**src/rtl/uart_pkg.sv**
```systemverilog
// Shared UART constants and receiver state encoding.
// Used by both the transmitter and uart_rx so baud timing stays consistent.
package uart_pkg;

    localparam int unsigned CLK_HZ       = 50_000_000;
    localparam int unsigned BAUD         = 9600;
    localparam int unsigned CLKS_PER_BIT = CLK_HZ / BAUD;
    localparam int unsigned DATA_W       = 8;

    typedef enum logic [2:0] {
        RX_IDLE      = 3'd0,
        RX_START     = 3'd1,
        RX_DATA      = 3'd2,
        RX_STOP      = 3'd3,
        RX_WAIT_IDLE = 3'd4
    } rx_state_t;

endpackage

```
**src/rtl/uart_rx_if.sv**
```systemverilog
// Serial line plus received-byte signals of uart_rx.
// The master side is the receiver; the slave side is the line driver and byte consumer.
interface uart_rx_if;
    import uart_pkg::*;

    logic              rx;
    logic [0:DATA_W-1] dataByte;
    logic              rxDone;
    logic              frameErr;
    logic              busy;

    modport master (input rx, output dataByte, output rxDone, output frameErr, output busy);
    modport slave  (output rx, input dataByte, input rxDone, input frameErr, input busy);

endinterface

```
**src/rtl/uart_rx_sync_2ff.sv**
```systemverilog
// Generic two-flop synchronizer for a single asynchronous bit.
// RESET_VAL sets the value both flops take during reset.
module sync_2ff #(
    parameter logic RESET_VAL = 1'b0
) (
    input  logic i_clk,
    input  logic i_rst_n,
    input  logic i_d,
    output logic o_q
);

    logic r_meta;
    logic r_sync;

    always_ff @(posedge i_clk) begin
        if (!i_rst_n) begin
            r_meta <= RESET_VAL;
            r_sync <= RESET_VAL;
        end else begin
            r_meta <= i_d;
            r_sync <= r_meta;
        end
    end

    assign o_q = r_sync;

endmodule

```
**src/rtl/uart_rx.sv**
```systemverilog
// 8N1 UART receiver: mid-bit sampling of a synchronized line. Each byte is presented
// with a one-cycle rxDone strobe, and a bad stop bit raises a one-cycle frameErr instead.
module uart_rx #(
    parameter int unsigned CLKS_PER_BIT = uart_pkg::CLKS_PER_BIT,
    parameter int unsigned HALF_BIT     = CLKS_PER_BIT / 2
) (
    input  logic            clk,
    input  logic            reset,
    uart_rx_if.master       rx_bus
);
    import uart_pkg::*;

    localparam int unsigned      CNT_W     = $clog2(CLKS_PER_BIT + 1);
    localparam logic [CNT_W-1:0] HALF_LAST = CNT_W'(HALF_BIT - 1);
    localparam logic [CNT_W-1:0] BIT_LAST  = CNT_W'(CLKS_PER_BIT - 1);

    rx_state_t         r_state;
    logic [CNT_W-1:0]  r_cnt;
    logic [2:0]        r_idx;
    logic [0:DATA_W-1] r_shift;
    logic [0:DATA_W-1] r_data;
    logic              r_done;
    logic              r_ferr;
    logic              r_busy;
    logic              w_rx_s;

    sync_2ff #(
        .RESET_VAL (1'b1)
    ) u_sync (
        .i_clk   (clk),
        .i_rst_n (reset),
        .i_d     (rx_bus.rx),
        .o_q     (w_rx_s)
    );

    // The counter matches the last count value so each sample lands exactly HALF_BIT/CLKS_PER_BIT edges on
    always_ff @(posedge clk) begin
        if (!reset) begin
            r_state <= RX_IDLE;
            r_cnt   <= '0;
            r_idx   <= '0;
            r_shift <= '0;
            r_data  <= '0;
            r_done  <= 1'b0;
            r_ferr  <= 1'b0;
            r_busy  <= 1'b0;
        end else begin
            r_done <= 1'b0;
            r_ferr <= 1'b0;
            case (r_state)
                RX_IDLE: begin
                    r_cnt  <= '0;
                    r_idx  <= '0;
                    r_busy <= 1'b0;
                    if (!w_rx_s) begin
                        r_state <= RX_START;
                        r_busy  <= 1'b1;
                    end
                end
                RX_START: begin
                    if (r_cnt == HALF_LAST) begin
                        r_cnt <= '0;
                        if (!w_rx_s) begin
                            r_state <= RX_DATA;
                        end else begin
                            r_state <= RX_IDLE;
                            r_busy  <= 1'b0;
                        end
                    end else begin
                        r_cnt <= r_cnt + CNT_W'(1);
                    end
                end
                RX_DATA: begin
                    if (r_cnt == BIT_LAST) begin
                        r_cnt          <= '0;
                        r_shift[r_idx] <= w_rx_s;
                        r_idx          <= r_idx + 3'd1;
                        if (r_idx == 3'd7) begin
                            r_state <= RX_STOP;
                        end
                    end else begin
                        r_cnt <= r_cnt + CNT_W'(1);
                    end
                end
                RX_STOP: begin
                    if (r_cnt == BIT_LAST) begin
                        r_cnt <= '0;
                        if (w_rx_s) begin
                            r_data  <= r_shift;
                            r_done  <= 1'b1;
                            r_state <= RX_IDLE;
                            r_busy  <= 1'b0;
                        end else begin
                            r_ferr  <= 1'b1;
                            r_state <= RX_WAIT_IDLE;
                        end
                    end else begin
                        r_cnt <= r_cnt + CNT_W'(1);
                    end
                end
                RX_WAIT_IDLE: begin
                    r_cnt <= '0;
                    if (w_rx_s) begin
                        r_state <= RX_IDLE;
                        r_busy  <= 1'b0;
                    end
                end
                default: begin
                    r_state <= RX_IDLE;
                    r_cnt   <= '0;
                    r_idx   <= '0;
                    r_busy  <= 1'b0;
                end
            endcase
        end
    end

    assign rx_bus.dataByte = r_data;
    assign rx_bus.rxDone   = r_done;
    assign rx_bus.frameErr = r_ferr;
    assign rx_bus.busy     = r_busy;

endmodule

```
**src/flat_wrapper.sv**
```systemverilog
// flat-port wrapper written by rule: the top's interface ports become plain ports
module uart_rx_flat import uart_pkg::*;
#(
    parameter int unsigned CLKS_PER_BIT = uart_pkg::CLKS_PER_BIT,
    parameter int unsigned HALF_BIT     = CLKS_PER_BIT / 2
)
  (clk, reset, rx_bus_rx, rx_bus_dataByte, rx_bus_rxDone, rx_bus_frameErr, rx_bus_busy);
  uart_rx_if rx_bus_i ();
  input  logic clk;
  input  logic reset;
  input wire logic [$bits(rx_bus_i.rx)-1:0] rx_bus_rx;
  output wire logic [$bits(rx_bus_i.dataByte)-1:0] rx_bus_dataByte;
  output wire logic [$bits(rx_bus_i.rxDone)-1:0] rx_bus_rxDone;
  output wire logic [$bits(rx_bus_i.frameErr)-1:0] rx_bus_frameErr;
  output wire logic [$bits(rx_bus_i.busy)-1:0] rx_bus_busy;
  assign rx_bus_i.rx = rx_bus_rx;
  assign rx_bus_dataByte = rx_bus_i.dataByte;
  assign rx_bus_rxDone = rx_bus_i.rxDone;
  assign rx_bus_frameErr = rx_bus_i.frameErr;
  assign rx_bus_busy = rx_bus_i.busy;
  uart_rx #(.CLKS_PER_BIT(CLKS_PER_BIT), .HALF_BIT(HALF_BIT)) u_core (.clk(clk), .reset(reset), .rx_bus(rx_bus_i));
endmodule
```
**config.mk**
```make
export PLATFORM = sky130hd
export DESIGN_NAME = uart_rx_flat
export DESIGN_NICKNAME = d
export VERILOG_FILES = /design/src/rtl/uart_pkg.sv /design/src/rtl/uart_rx_if.sv /design/src/rtl/uart_rx_sync_2ff.sv /design/src/rtl/uart_rx.sv /design/src/flat_wrapper.sv
export SDC_FILE = /design/constraint.sdc
export NUM_CORES = 1
export LEC_CHECK = 0
export CAP_MARGIN = 20
export CORE_MARGIN = 1
export CORE_UTILIZATION = 50
export CTS_CLUSTER_DIAMETER = 150
export CTS_CLUSTER_SIZE = 14
export DETAILED_ROUTE_END_ITERATION = 7
export DONT_BUFFER_PORTS = 1
export PLACE_DENSITY = 0.69
export SYNTH_ARGS = -nofsm -noshare
export SYNTH_HDL_FRONTEND = slang
export SYNTH_HIERARCHICAL = 1
export SYNTH_SLANG_ARGS = --single-unit
```
**constraint.sdc**
```tcl
create_clock -name clk -period 2.6 [get_ports clk]
set_input_delay 0.65 -clock clk [delete_from_list [all_inputs] [get_ports clk]]
set_output_delay 0.65 -clock clk [all_outputs]
set_load 0.02 [all_outputs]
```
**After elaboration in Yosys (flattened, before gate mapping)**

Cells that the tools add are included.

- Equal/unequal tests: 13
- Bitwise operators: 3
- Multipliers: 0
- Reduce and logical (&&, ||, !) cells: 10
- Mux-type cells: 23
- Add/sub/neg operators: 2
- Order comparisons: 2
- Shift operators: 0
- Div/mod/pow operators: 0

Operators with widths:

| operator | number |
|---|---|
| 2-to-1 mux 13 bit | 2 |
| case mux 13 bit (2 select lines) | 1 |
| 2-to-1 mux 3 bit | 8 |
| case mux 3 bit (5 select lines) | 1 |
| adder 13 x 1 -> 13 bit (second input constant) | 1 |
| == test 13 x 12 -> 1 bit (second input constant) | 1 |
| == test 13 bit (second input constant) | 1 |
| AND reduction 3 bit | 3 |
| bitwise mux 8 bit | 1 |
| inequality test 2 x 1 -> 1 bit (second input constant) | 4 |
| == test 3 x 2 -> 1 bit (second input constant) | 2 |
| == test 3 bit (second input constant) | 2 |
| 2-to-1 mux 1 bit | 6 |
| case mux 3 bit (2 select lines) | 1 |
| AND reduction 6 bit | 1 |
| case mux 1 bit (5 select lines) | 1 |
| greater-or-equal comparator 4 bit (second input constant) | 1 |
| less-than comparator 4 x 1 -> 1 bit (second input constant) | 1 |
| inequality test 2 bit (second input constant) | 2 |
| inverter 3 -> 4 bit | 1 |
| AND reduction 2 bit | 2 |
| adder 3 x 1 -> 3 bit (second input constant) | 1 |
| demux 1 bit (select 3 bit) | 1 |
| == test 3 x 1 -> 1 bit (second input constant) | 1 |
| 6 further kinds | 7 |

- Memories: 0
- Bits in latches: 0
- Flip-flop bits (word level): 40
- Bits in read-only memories: 0
- Word-level logic and storage cells: 63
- RAM bits: 0
- Input port bits: 3

**Logic depth before layout (Yosys ltp)**

Gate-level depths: netlist (run 1).

- Depth in word-level cells: 6
- Gate-level depth with buffers: 7
- Mapped depth without buffers: 5

**Cells and area by module**

Netlist (run 1), hierarchy kept.

Modules (own cells, without submodules):

| module | area each (µm²) | cells each | sequential area each (µm²) | times used |
|---|---|---|---|---|
| uart_rx | 1815.5 | 200 | 760.7 | 1 |
| sync_2ff | 52.6 | 4 | 40.0 | 1 |

**Worst setup path after synthesis (run 1)**

No wires, ideal clock.

- Path type: register to register
- Start: register u_core.r_cnt[0]
- End: register u_core/r_shift[6] in the netlist's numbering
- Data arrival time: 1.697 ns
- Cell stages (with the launch flop): 8
- Required time: 2.469 ns
- Period minus slack after synthesis: 1.828 ns
- Path slack: 0.772 ns
- Cell sequence: dfxtp_1 ha_1 and4b_1 clkbuf_1 nand4_1 buf_2 o311ai_1 o41ai_1

- Word-level cells in the longest chain between the ends: 2

Ends and longest elaborated chain:

| what | line | text |
|---|---|---|
| start: declaration | uart_rx.sv:18 | `logic [CNT_W-1:0] r_cnt;` |
| start signal: assignment | uart_rx.sv:70 | `r_cnt <= r_cnt + CNT_W'(1);` |
| start signal: assignment | uart_rx.sv:82 | `r_cnt <= r_cnt + CNT_W'(1);` |
| start signal: assignment | uart_rx.sv:98 | `r_cnt <= r_cnt + CNT_W'(1);` |
| == test 13 bit | uart_rx.sv:74 | `if (r_cnt == BIT_LAST) begin` |
| AND reduction 2 bit (no source line) | n/a |  |
| end signal: indexed assignment | uart_rx.sv:76 | `r_shift[r_idx] <= w_rx_s;` |
| end: declaration | uart_rx.sv:20 | `logic [0:DATA_W-1] r_shift;` |

No other way between the ends.
A chain may end at the register's enable or synchronous reset.

**Worst setup path after layout (run 1)**

- Start: register u_core.r_cnt[0]
- End: register u_core/r_shift[2] in the netlist's numbering

The elaborated chain is that of the path after synthesis.

==> Flow_metrics.wiki, run 1 <==
{| class="wikitable"
! Metric !! Value
|-
| Critical-path maximum fanout || 14
|-
| Layout cells sized above 1 || 8.91%
|-
| Overall routing resource usage || 20.1%
|-
| Height of the die || 63.1 um
|-
| Io pins || 14
|-
| Final nets || 207
|-
| Highest ir drop seen on vdd || 371 uV
|-
| Number of antenna diodes || 0
|-
| Number of buffers inserted by hold repair at cts || 0
|-
| Vias || 1447
|-
| Std-Cell Core Area || 3470 sq um
|-
| Arrival time at the worst endpoint || 2180 ps
|-
| Remaining global-route overflow || 0
|-
| Fraction of registers with async set or reset after synthesis || 0%
|-
| Slew @ Worst Pin || 478 ps
|-
| Worst reg2reg path depth || 6
|-
| Count of different cell masters after synthesis || 43
|-
| Total cell area at the placement stage || 1890 sq um
|-
| Number of enable flip-flop cells after synthesis || 0
|-
| Final setup violating endpoints || 0
|-
| Critical path launch point type || flop
|-
| CP required || 2830 ps
|-
| Commonest cells after routing, fill and taps aside || dfxtp_1 (40), nor3_1 (19), mux2i_1 (14)
|-
| # fillers || 304
|-
| Flip-flop cell with the highest count after synthesis || dfxtp_1
|-
| Static leakage power || 0.686 nW
|-
| DIE AREA || 3980 sq um
|-
| Area of all placed cells without fillers || 2010 sq um
|-
| Critical path class || flop to flop
|-
| Area occupied by registers || 801 sq um
|-
| Syn Std Cell Area || 1870 sq um
|-
| Final Critical Period || 1950 ps
|-
| Number of global-route vias before repair || 1350
|-
| Area growth from synthesis to layout || 7.57%
|-
| Sequential-to-total area share from yosys stat || 42.9%
|-
| Cells after Synth || 204
|-
| Slack of the worst reg-to-reg path || 650 ps
|-
| Most common library cell in the layout ignoring fill and taps || dfxtp_1
|-
| Max frequency || 0.513 GHz
|-
| Max-slew violation total from the final report || 0
|-
| Resized Gates After CTS || 0
|-
| Power density over the cells || 581 nW/um^2
|-
| Share of the cycle needed by the critical path after routing || 75.0%
|-
| Area occupied by multi-input gates || 983 sq um
|-
| Clock insertion delay at the later pin of the skew report || 300 ps
|-
| Deepest level of the CTS H-tree || 2
|-
| Die boundary width || 63.1 um
|-
| Sinks on Clock Net || 40
|-
| Final Hold Violating Endpoints || 0
|-
| Starting density of the core || 53.9%
|-
| Cell depth of the worst hold path || 1
|-
| Placement Setup Slack || 618 ps
|-
| Source of the worst hold timing path || u_core/u_sync/r_meta$_SDFF_PN1_
|-
| Post-Synthesis Net Count || 210
|-
| Flip-flop and latch count after synthesis || 40
|-
| WL/cell || 14.5 um
|-
| Residual antenna-violating net count after detailed routing || 0
|-
| Std cell rows || 21
|-
| Wire length of the first global-routing pass || 6.22 mm
|-
| Unrepaired setup endpoints after global routing || no
|-
| CP Capture Type || flop
|-
| Clock skew after layout || 12.1 ps
|-
| Maximum clock insertion buffer count || 2
|-
| Via density per instance || 5.83
|-
| Rel. slew slack || 68.1%
|-
| Clock root cell || clkbuf_8
|-
| Number of max-capacitance violations reported || 0
|-
| DPL Wire Length || 2.49 mm
|-
| Startpoint of the worst-slack reg-to-reg timing path || u_core/r_cnt[0]$_SDFF_PN0_
|-
| Largest net degree at the start of global routing || 17
|-
| Antenna violations before repair || 0
|-
| Status || finished clean
|-
| Clock transition at the registers of the reported paths || 90 ps
|-
| RD Place Congestion || 0.789
|-
| Total CTS buffers || 5
|-
| End point of the worst hold path || u_core/u_sync/o_q$_SDFF_PN1_
|-
| Total Routed Length || 3.60 mm
|-
| Hold WS || 422 ps
|-
| Count of warnings emitted by yosys || 6
|-
| Mean instance size in the synthesized netlist || 9.16 sq um
|-
| Count of unresolved DRC violations after routing || 0
|-
| Total negative slack || 0 ps
|-
| Number of buffers inserted by post-CTS setup repair || 0
|-
| Smallest setup slack after layout || 650 ps
|-
| Final core occ || 57.9%
|-
| Clock tree from TritonCTS || built
|-
| Iteration-0 DRC count of the detailed router || 86
|-
| Type of the tightest min-delay check || flop to flop
|-
| 1st-pass router iterations || 4
|-
| Critical R2R Capture || u_core/r_shift[2]$_SDFFE_PN0P_
|-
| Port-buffer cells || 0
|}
==> logic make-up (layout without fill, tap and decap cells) <==
group | Yosys count | after routing | share of synthesized area, %
mux | 14 | 14 | 7.50
buf+inv | 21 | 19 | 4.49
fa+ha+maj | 3 | 3 | 2.01
flops | 40 | 40 | 42.9
compound gates | 28 | 28 | 9.71
simple gates | 86 | 86 | 27.8
xor+xnor | 12 | 12 | 5.63
==> through the flow <==
stage | power, mW | cells
after floorplan | 0.658 | 204
after global placement | 0.663 | 240
after detailed placement | 0.664 | 240
after CTS | 1.18 | 248
after global routing | 1.21 | 248
final | 1.17 | 248
==> worst max-delay path, cell delays in order (launching register included) <==
cell	delay (ps)
dfxtp_1	390
ha_1	280
and4b_1	320
nand4_1	120
buf_4	200
nor4b_1	360
mux2i_1	220
==> per-layer routing <==
| layer | share of wire (%) | GRT usage [%] | vias to the layer above |
|---|---|---|---|
| li1 | - | - | 725 |
| met1 | 47 | 26.0 | 692 |
| met2 | 48 | 32.4 | 26 |
| met3 | 3.5 | 5.43 | 4 |
| met4 | 0.97 | 5.81 | 0 |
| met5 | 0 | 0 | - |
==> synth_stat cells, types with 4 or more instances <==
library cell / number / area [sq um]
nand2b_1: 4 / 25.0
nor4b_1: 4 / 35.0
inv_1: 8 / 30.0
o21ai_0: 7 / 35.0
nor2_1: 10 / 37.5
xnor2_1: 9 / 78.8
nor3_1: 19 / 95.1
a21oi_1: 6 / 30.0
mux2i_1: 14 / 140
dfxtp_1: 40 / 801
clkbuf_1: 9 / 33.8
nand2_1: 13 / 48.8
nand3_1: 9 / 45.0
==> flip-flops by register name (all words and copies together) (netlist names) <==
signal	cells
u_core/r_cnt	13
u_core/r_shift	8
u_core/rx_bus.dataByte	8
u_core/r_idx	3
u_core/r_state	3
u_core/rx_bus.busy	1
u_core/rx_bus.frameErr	1
u_core/rx_bus.rxDone	1
u_core/u_sync/o_q	1
u_core/u_sync/r_meta	1
==> worst max-delay path by stage <==
stage	from	endpoint	slack (ps)	cells after the start
2_1_floorplan	u_core/r_cnt[0]$_SDFF_PN0_	u_core/r_shift[6]$_SDFFE_PN0P_	770	7
3_3_place_gp	u_core/r_cnt[0]$_SDFF_PN0_	u_core/r_shift[2]$_SDFFE_PN0P_	730	6
3_5_place_dp	u_core/r_cnt[0]$_SDFF_PN0_	u_core/r_shift[2]$_SDFFE_PN0P_	620	6
4_1_cts	u_core/r_cnt[0]$_SDFF_PN0_	u_core/r_shift[2]$_SDFFE_PN0P_	630	6
5_1_grt	u_core/r_cnt[0]$_SDFF_PN0_	u_core/r_shift[2]$_SDFFE_PN0P_	470	6
6_report	u_core/r_cnt[0]$_SDFF_PN0_	u_core/r_shift[2]$_SDFFE_PN0P_	650	6
==> where the power goes <==
group	internal [mW]	leakage, nW	total, mW	switching, mW
clock network	0.289	0.0548	0.518	0.229
logic	0.0106	0.308	0.0294	0.0188
registers	0.615	0.323	0.620	0.00523
total	0.915	0.686	1.17	0.253
==> final cells by class <==
type                            instances  share of cell area [%]
Timing Repair Buffer                    3                    1.12
Sequential cell                        40                    39.9
Clock buffer                            5                    3.42
Clock inverter                          3                    2.30
Multi-Input combinational cell        143                    48.9
Tap cell                               46                    2.86
Inverter                                8                    1.49
Power figures use the tool's default switching activity.
==> run 2: changes to the inputs <==
==> constraint.sdc (replaced) <==
create_clock -name clk -period 1.8 [get_ports clk]
set_input_delay 0.45 -clock clk [delete_from_list [all_inputs] [get_ports clk]]
set_output_delay 0.45 -clock clk [all_outputs]
set_load 0.02 [all_outputs]
==> run 2 against run 1 <==
Net effect:
- sequential cell count unchanged
- clock skew decreased by 8.5 ps
- sequential share of layout area decreased by 2.3 points
- final area increased by 6.2%
- sequential power increased by 44%
- largest cell class unchanged
- maximum frequency increased by 14%
- non-clock buffer count increased by 13
- routed wire length increased by 2.6%
- final cell count increased by 5.2%
- clock power increased by 53%
- via count increased by 4.5%
- die area unchanged
==> Flow_metrics.wiki, run 2 (synthesis gave the netlist of run 1 again) <==
{| class="wikitable"
! Metric !! Value
|-
| Residual antenna-violating net count after detailed routing || 0
|-
| Unrepaired setup endpoints after global routing || no
|-
| P_int || 1.39 mW
|-
| Power density over the cells || 813 nW/um^2
|-
| Final Hold Violating Endpoints || 0
|-
| 1st-pass router iterations || 4
|-
| Switching power || 0.341 mW
|-
| Clock tree from TritonCTS || built
|-
| Overall routing resource usage || 20.9%
|-
| Rel. slew slack || 68.0%
|-
| Via density per instance || 5.79
|-
| Slew @ Worst Pin || 479 ps
|-
| Critical path launch point type || flop
|-
| CP required || 2020 ps
|-
| Deepest level of the CTS H-tree || 2
|-
| Die boundary width || 63.1 um
|-
| Number of global-route vias before repair || 1467
|-
| # fillers || 301
|-
| Arrival time at the worst endpoint || 1930 ps
|-
| DIE AREA || 3980 sq um
|-
| Clock insertion delay at the later pin of the skew report || 290 ps
|-
| Sinks on Clock Net || 40
|-
| Maximum clock insertion buffer count || 2
|-
| Slack of the worst reg-to-reg path || 90 ps
|-
| Vias || 1512
|-
| Layout cells sized above 1 || 16.3%
|-
| Highest ir drop seen on vdd || 642 uV
|-
| Setup crit start || u_core/r_cnt[1]$_SDFF_PN0_
|-
| Share of the cycle needed by the critical path after routing || 94.8%
|-
| Final Critical Period || 1710 ps
|-
| DPL Wire Length || 2.58 mm
|-
| Largest register FFs || 13
|-
| Io pins || 14
|-
| Final setup violating endpoints || 0
|-
| Std cell rows || 21
|-
| Remaining global-route overflow || 0
|-
| Number of antenna diodes || 0
|-
| RD Place Congestion || 0.885
|-
| Port-buffer cells || 0
|-
| Layout Cells excl Fill || 261
|-
| Status || finished clean
|-
| Logic gate share of total power || 2.9%
|-
| Number of buffers inserted by hold repair at cts || 0
|-
| Height of the die || 63.1 um
|-
| Most common library cell in the layout ignoring fill and taps || dfxtp_1
|-
| Switching portion of total power || 19.7%
|-
| Max frequency || 0.586 GHz
|-
| Largest net degree at the start of global routing || 17
|-
| Count of unresolved DRC violations after routing || 0
|-
| Final nets || 220
|-
| Number of max-capacitance violations reported || 0
|-
| Placed insts || 253
|-
| Std-Cell Core Area || 3470 sq um
|-
| Max-slew violation total from the final report || 0
|-
| Sequential share of power || 51.4%
|-
| Antenna violations before repair || 0
|-
| Number of buffers inserted by post-CTS setup repair || 0
|-
| Clock skew after layout || 3.62 ps
|-
| Static leakage power || 0.763 nW
|-
| Area growth from synthesis to layout || 14.3%
|-
| Total negative slack || 0 ps
|-
| Source of the worst hold timing path || reset
|-
| Clock root cell || clkbuf_8
|-
| Commonest cells after routing, fill and taps aside || dfxtp_1 (39), nor3_1 (19), buf_4 (16)
|-
| WL/cell || 14.2 um
|-
| Clock transition at the registers of the reported paths || 70 ps
|-
| Type of the tightest min-delay check || primary input to flop
|-
| Register containing the most flip-flops in the final layout || u_core/r_cnt
|-
| Total Routed Length || 3.70 mm
|-
| CP Capture Type || flop
|-
| Critical-path maximum fanout || 14
|-
| Starting density of the core || 53.9%
|-
| Iteration-0 DRC count of the detailed router || 91
|-
| Total CTS buffers || 5
|-
| Part of the power in the clock network || 45.7%
|-
| Critical path class || flop to flop
|-
| Startpoint of the worst-slack reg-to-reg timing path || u_core/r_cnt[1]$_SDFF_PN0_
|-
| Wire length of the first global-routing pass || 6.48 mm
|}
[run 2: cell count changes in the layout (fill, tap and decap cells not counted), sizes merged]
cell      change
clkinvlp      -1
inv           -1
buf          +13
clkbuf        +2
[run 2: repair_timing]
| item | in CTS | in global routing |
|---|---|---|
| endpoints found under the setup margin | 0 | 2 |
| resized for setup | 0 | 3 |
| endpoints found under the hold margin | 0 | 0 |
[run 2: layer usage]
metal  wire length [um]  GRT usage, %  share of wire [%]  up-vias
li1                   -             -                  -      750
met3                153          5.98                4.1        7
met1               1770          26.3                 48      725
met5                  0             0                  0        -
met4                 60          9.30                1.6        0
met2               1710          33.1                 46       30
[run 2: area by class of cell]
type	count	area (sq um)	area share, %
multi-input combinational	143	998	46.8
sequential	40	802	37.6
timing repair buffer	16	120	5.63
clock buffer	7	96.3	4.51
tap	46	57.6	2.70
clock inverter	1	30.0	1.41
inverter	8	30.0	1.41
[run 2: worst max-delay path, stage by stage (launching register included)]
cell and delay, ps:
dfxtp_1 350, ha_2 240, and4b_1 220, nand4_1 90, buf_4 200, nor4b_1 320, mux2i_1 210
[run 2: power by group through the flow]
| stage | logic, mW | registers (mW) | clock network, mW |
|---|---|---|---|
| CTS | 0.0487 | 0.893 | 0.804 |
| finish | 0.0496 | 0.893 | 0.794 |
| global route | 0.0550 | 0.893 | 0.852 |
| detailed placement | 0.0485 | 0.914 | 0 |
| floorplan | 0.0382 | 0.913 | 0 |
| global placement | 0.0470 | 0.914 | 0 |
[run 2: path summary, 6_finish.rpt]
| check | end | cells past startpoint |
|---|---|---|
| worst min-delay path | u_core/u_sync/r_meta$_SDFF_PN1_ | 1 |
| worst max-delay path | u_core/r_shift[1]$_SDFFE_PN0P_ | 6 |
| worst max register to register | u_core/r_shift[1]$_SDFFE_PN0P_ | 6 |
| worst min register to register | u_core/u_sync/o_q$_SDFF_PN1_ | 1 |
[run 2: per-stage QoR]
step                setup WS [ps]  hold slack (ps)  utilization (%)  instance area, sq um  total power [mW]
floorplan                    51.0              386                -                  1870             0.951
global placement              137              398             57.5                  1990             0.961
detailed placement           66.9              412             57.5                  1990             0.962
CTS                          61.1              235             61.1                  2120              1.75
global route                 8.28              232             61.5                  2130              1.80
finish                       94.1              236             61.5                  2130              1.74
==> run 3: changes to the inputs <==
--- a/config.mk
+++ b/config.mk
@@ -6,13 +6,16 @@
 export NUM_CORES = 1
 export LEC_CHECK = 0
 export CAP_MARGIN = 20
+export CELL_PAD_IN_SITES_DETAIL_PLACEMENT = 1
+export CELL_PAD_IN_SITES_GLOBAL_PLACEMENT = 2
 export CORE_MARGIN = 1
-export CORE_UTILIZATION = 50
+export CORE_UTILIZATION = 39
 export CTS_CLUSTER_DIAMETER = 150
 export CTS_CLUSTER_SIZE = 14
 export DETAILED_ROUTE_END_ITERATION = 7
 export DONT_BUFFER_PORTS = 1
-export PLACE_DENSITY = 0.69
+export GPL_ROUTABILITY_DRIVEN = 0
+export PLACE_DENSITY = 0.82
 export SYNTH_ARGS = -nofsm -noshare
 export SYNTH_HDL_FRONTEND = slang
 export SYNTH_HIERARCHICAL = 1
==> run 3 against run 2 <==
Net effect:
- setup slack barely moved
- die area rose by 27%
- register-to-register slack barely moved
- power fell by 8.0%
- sequential power barely moved
- clock-buffer cell count fell by 1
- via count rose by 0.20%
- critical path type unchanged
==> Flow_metrics.wiki, run 3 (synthesis gave the netlist of run 1 again) <==
{| class="wikitable"
! Metric !! Value
|-
| Clock transition at the registers of the reported paths || 90 ps
|-
| Overall routing resource usage || 19.8%
|-
| Area occupied by multi-input gates || 1050 sq um
|-
| Total negative slack || 0 ps
|-
| Std-Cell Core Area || 4470 sq um
|-
| Residual antenna-violating net count after detailed routing || 0
|-
| Clock insertion delay at the later pin of the skew report || 300 ps
|-
| Max-slew violation total from the final report || 0
|-
| Layout cells sized above 1 || 18.9%
|-
| Startpoint of the worst-slack reg-to-reg timing path || u_core/r_cnt[0]$_SDFF_PN0_
|-
| Register containing the most flip-flops in the final layout || u_core/r_cnt
|-
| Critical path class || flop to flop
|-
| Maximum clock insertion buffer count || 2
|-
| Capture point of the worst path || u_core/r_cnt[2]$_SDFF_PN0_
|-
| Critical path launch point type || flop
|-
| Wire length of the first global-routing pass || 7.68 mm
|-
| Port-buffer cells || 0
|-
| Deepest level of the CTS H-tree || 2
|-
| WL/cell || 17.2 um
|-
| Antenna violations before repair || 0
|-
| Worst reg2reg path depth || 7
|-
| Smallest setup slack after layout || 94.4 ps
|-
| Starting density of the core || 41.8%
|-
| Commonest cells after routing, fill and taps aside || dfxtp_1 (40), nor3_1 (19), buf_4 (18)
|-
| Power density over the cells || 735 nW/um^2
|-
| Slew @ Worst Pin || 489 ps
|-
| Number of antenna diodes || 0
|-
| 1st-pass router iterations || 4
|-
| Final core occ || 48.6%
|-
| Die boundary width || 71.2 um
|-
| Rel. slew slack || 67.4%
|-
| Largest register FFs || 13
|-
| Number of global-route vias before repair || 1625
|-
| Static leakage power || 0.761 nW
|-
| Type of the tightest min-delay check || primary input to flop
|-
| Number of max-capacitance violations reported || 0
|-
| Final Hold Violating Endpoints || 0
|-
| Critical R2R Capture || u_core/r_cnt[2]$_SDFF_PN0_
|-
| Arrival time at the worst endpoint || 1890 ps
|-
| Largest stage delay on the critical path || 350 ps
|-
| DIE AREA || 5070 sq um
|-
| Number of buffers inserted by hold repair at cts || 0
|-
| CP max stage cell || dfxtp_1
|-
| Total CTS buffers || 5
|-
| Area growth from synthesis to layout || 16.4%
|-
| Worst path cell trace || ha_2 > buf_4 > nor4bb_2 > nand3_2 > a31oi_4 > buf_4 > nor3_1
|-
| Std cell rows || 24
|-
| Slack of the worst reg-to-reg path || 90 ps
|-
| Clock tree from TritonCTS || built
|-
| CP required || 1990 ps
|-
| Critical-path maximum fanout || 7
|-
| Largest net degree at the start of global routing || 17
|-
| Max frequency || 0.586 GHz
|-
| Library cell appearing most often on the critical path || buf_4
|-
| Placement Setup Slack || 42.1 ps
|-
| Status || finished clean
|-
| Area occupied by registers || 801 sq um
|-
| Clock skew after layout || 9.10 ps
|-
| Final Critical Period || 1710 ps
|-
| Most common library cell in the layout ignoring fill and taps || dfxtp_1
|-
| Via density per instance || 5.63
|-
| Iteration-0 DRC count of the detailed router || 79
|-
| CP Capture Type || flop
|-
| Height of the die || 71.2 um
|-
| Highest ir drop seen on vdd || 400 uV
|-
| Sinks on Clock Net || 40
|-
| Share of the cycle needed by the critical path after routing || 94.8%
|-
| # fillers || 526
|-
| Setup crit start || u_core/r_cnt[0]$_SDFF_PN0_
|-
| Vias || 1515
|-
| Total cell area at the placement stage || 2000 sq um
|-
| Count of unresolved DRC violations after routing || 0
|-
| Io pins || 14
|-
| Area of all placed cells without fillers || 2170 sq um
|-
| Clock root cell || clkbuf_8
|-
| Overall power || 1.60 mW
|-
| Unrepaired setup endpoints after global routing || yes
|-
| Final setup violating endpoints || 0
|-
| DPL Wire Length || 3.13 mm
|-
| Total Routed Length || 4.63 mm
|-
| Final nets || 222
|-
| Remaining global-route overflow || 0
|}
run 3: power breakdown:
group          total [mW]  internal, mW  leakage (nW)  switching [mW]
combinational      0.0558        0.0203         0.395          0.0355
clock               0.648         0.310        0.0434           0.338
sequential          0.893         0.888         0.323         0.00481
run 3: per-layer routing:
| metal | wire [um] | track usage [%] | part of all wire (%) |
|---|---|---|---|
| met4 | 68 | 8.00 | 1.5 |
| met2 | 2320 | 34.1 | 50 |
| met5 | 0 | 0 | 0 |
| met1 | 2060 | 23.4 | 45 |
| met3 | 172 | 5.34 | 3.7 |
run 3: worst min-delay path by stage:
stage | from | to | slack (ps) | cells after the start
CTS | reset | u_core/u_sync/r_meta$_SDFF_PN1_ | 200 | 1
global route | reset | u_core/u_sync/r_meta$_SDFF_PN1_ | 210 | 1
floorplan | u_core/u_sync/r_meta$_SDFF_PN1_ | u_core/u_sync/o_q$_SDFF_PN1_ | 390 | 1
global placement | u_core/u_sync/r_meta$_SDFF_PN1_ | u_core/u_sync/o_q$_SDFF_PN1_ | 400 | 1
detailed placement | u_core/u_sync/r_meta$_SDFF_PN1_ | u_core/u_sync/o_q$_SDFF_PN1_ | 410 | 1
finish | reset | u_core/u_sync/r_meta$_SDFF_PN1_ | 220 | 1
run 3: stage by stage:
step / hold slack, ps / std cells
finish: 216 / 269
global route: 206 / 269
CTS: 204 / 267
detailed placement: 408 / 259
global placement: 399 / 259
floorplan: 386 / 204
run 3: cell type report:
| class | instances | share of cell area, % |
|---|---|---|
| clock inverters | 2 | 0.690 |
| clock buffers | 6 | 3.80 |
| flip-flops and latches | 40 | 36.8 |
| multi-input cells | 143 | 48.1 |
| well taps | 52 | 2.99 |
| repair buffers | 18 | 6.21 |
| inverters | 8 | 1.38 |
run 3: timing repair:
item	CTS	global route
resized for setup	0	13
setup buffers	0	1
setup endpoints to repair	0	26
run 3: worst max-delay path: cells and delay by family, from the launching register on:
family                     cells  cell delay [ps]
and+or+nand+nor                3              480
AOI/OAI and AO/OA              1              230
adders and majority gates      1              220
DFF                            1              350
buffers and inverters          2              310
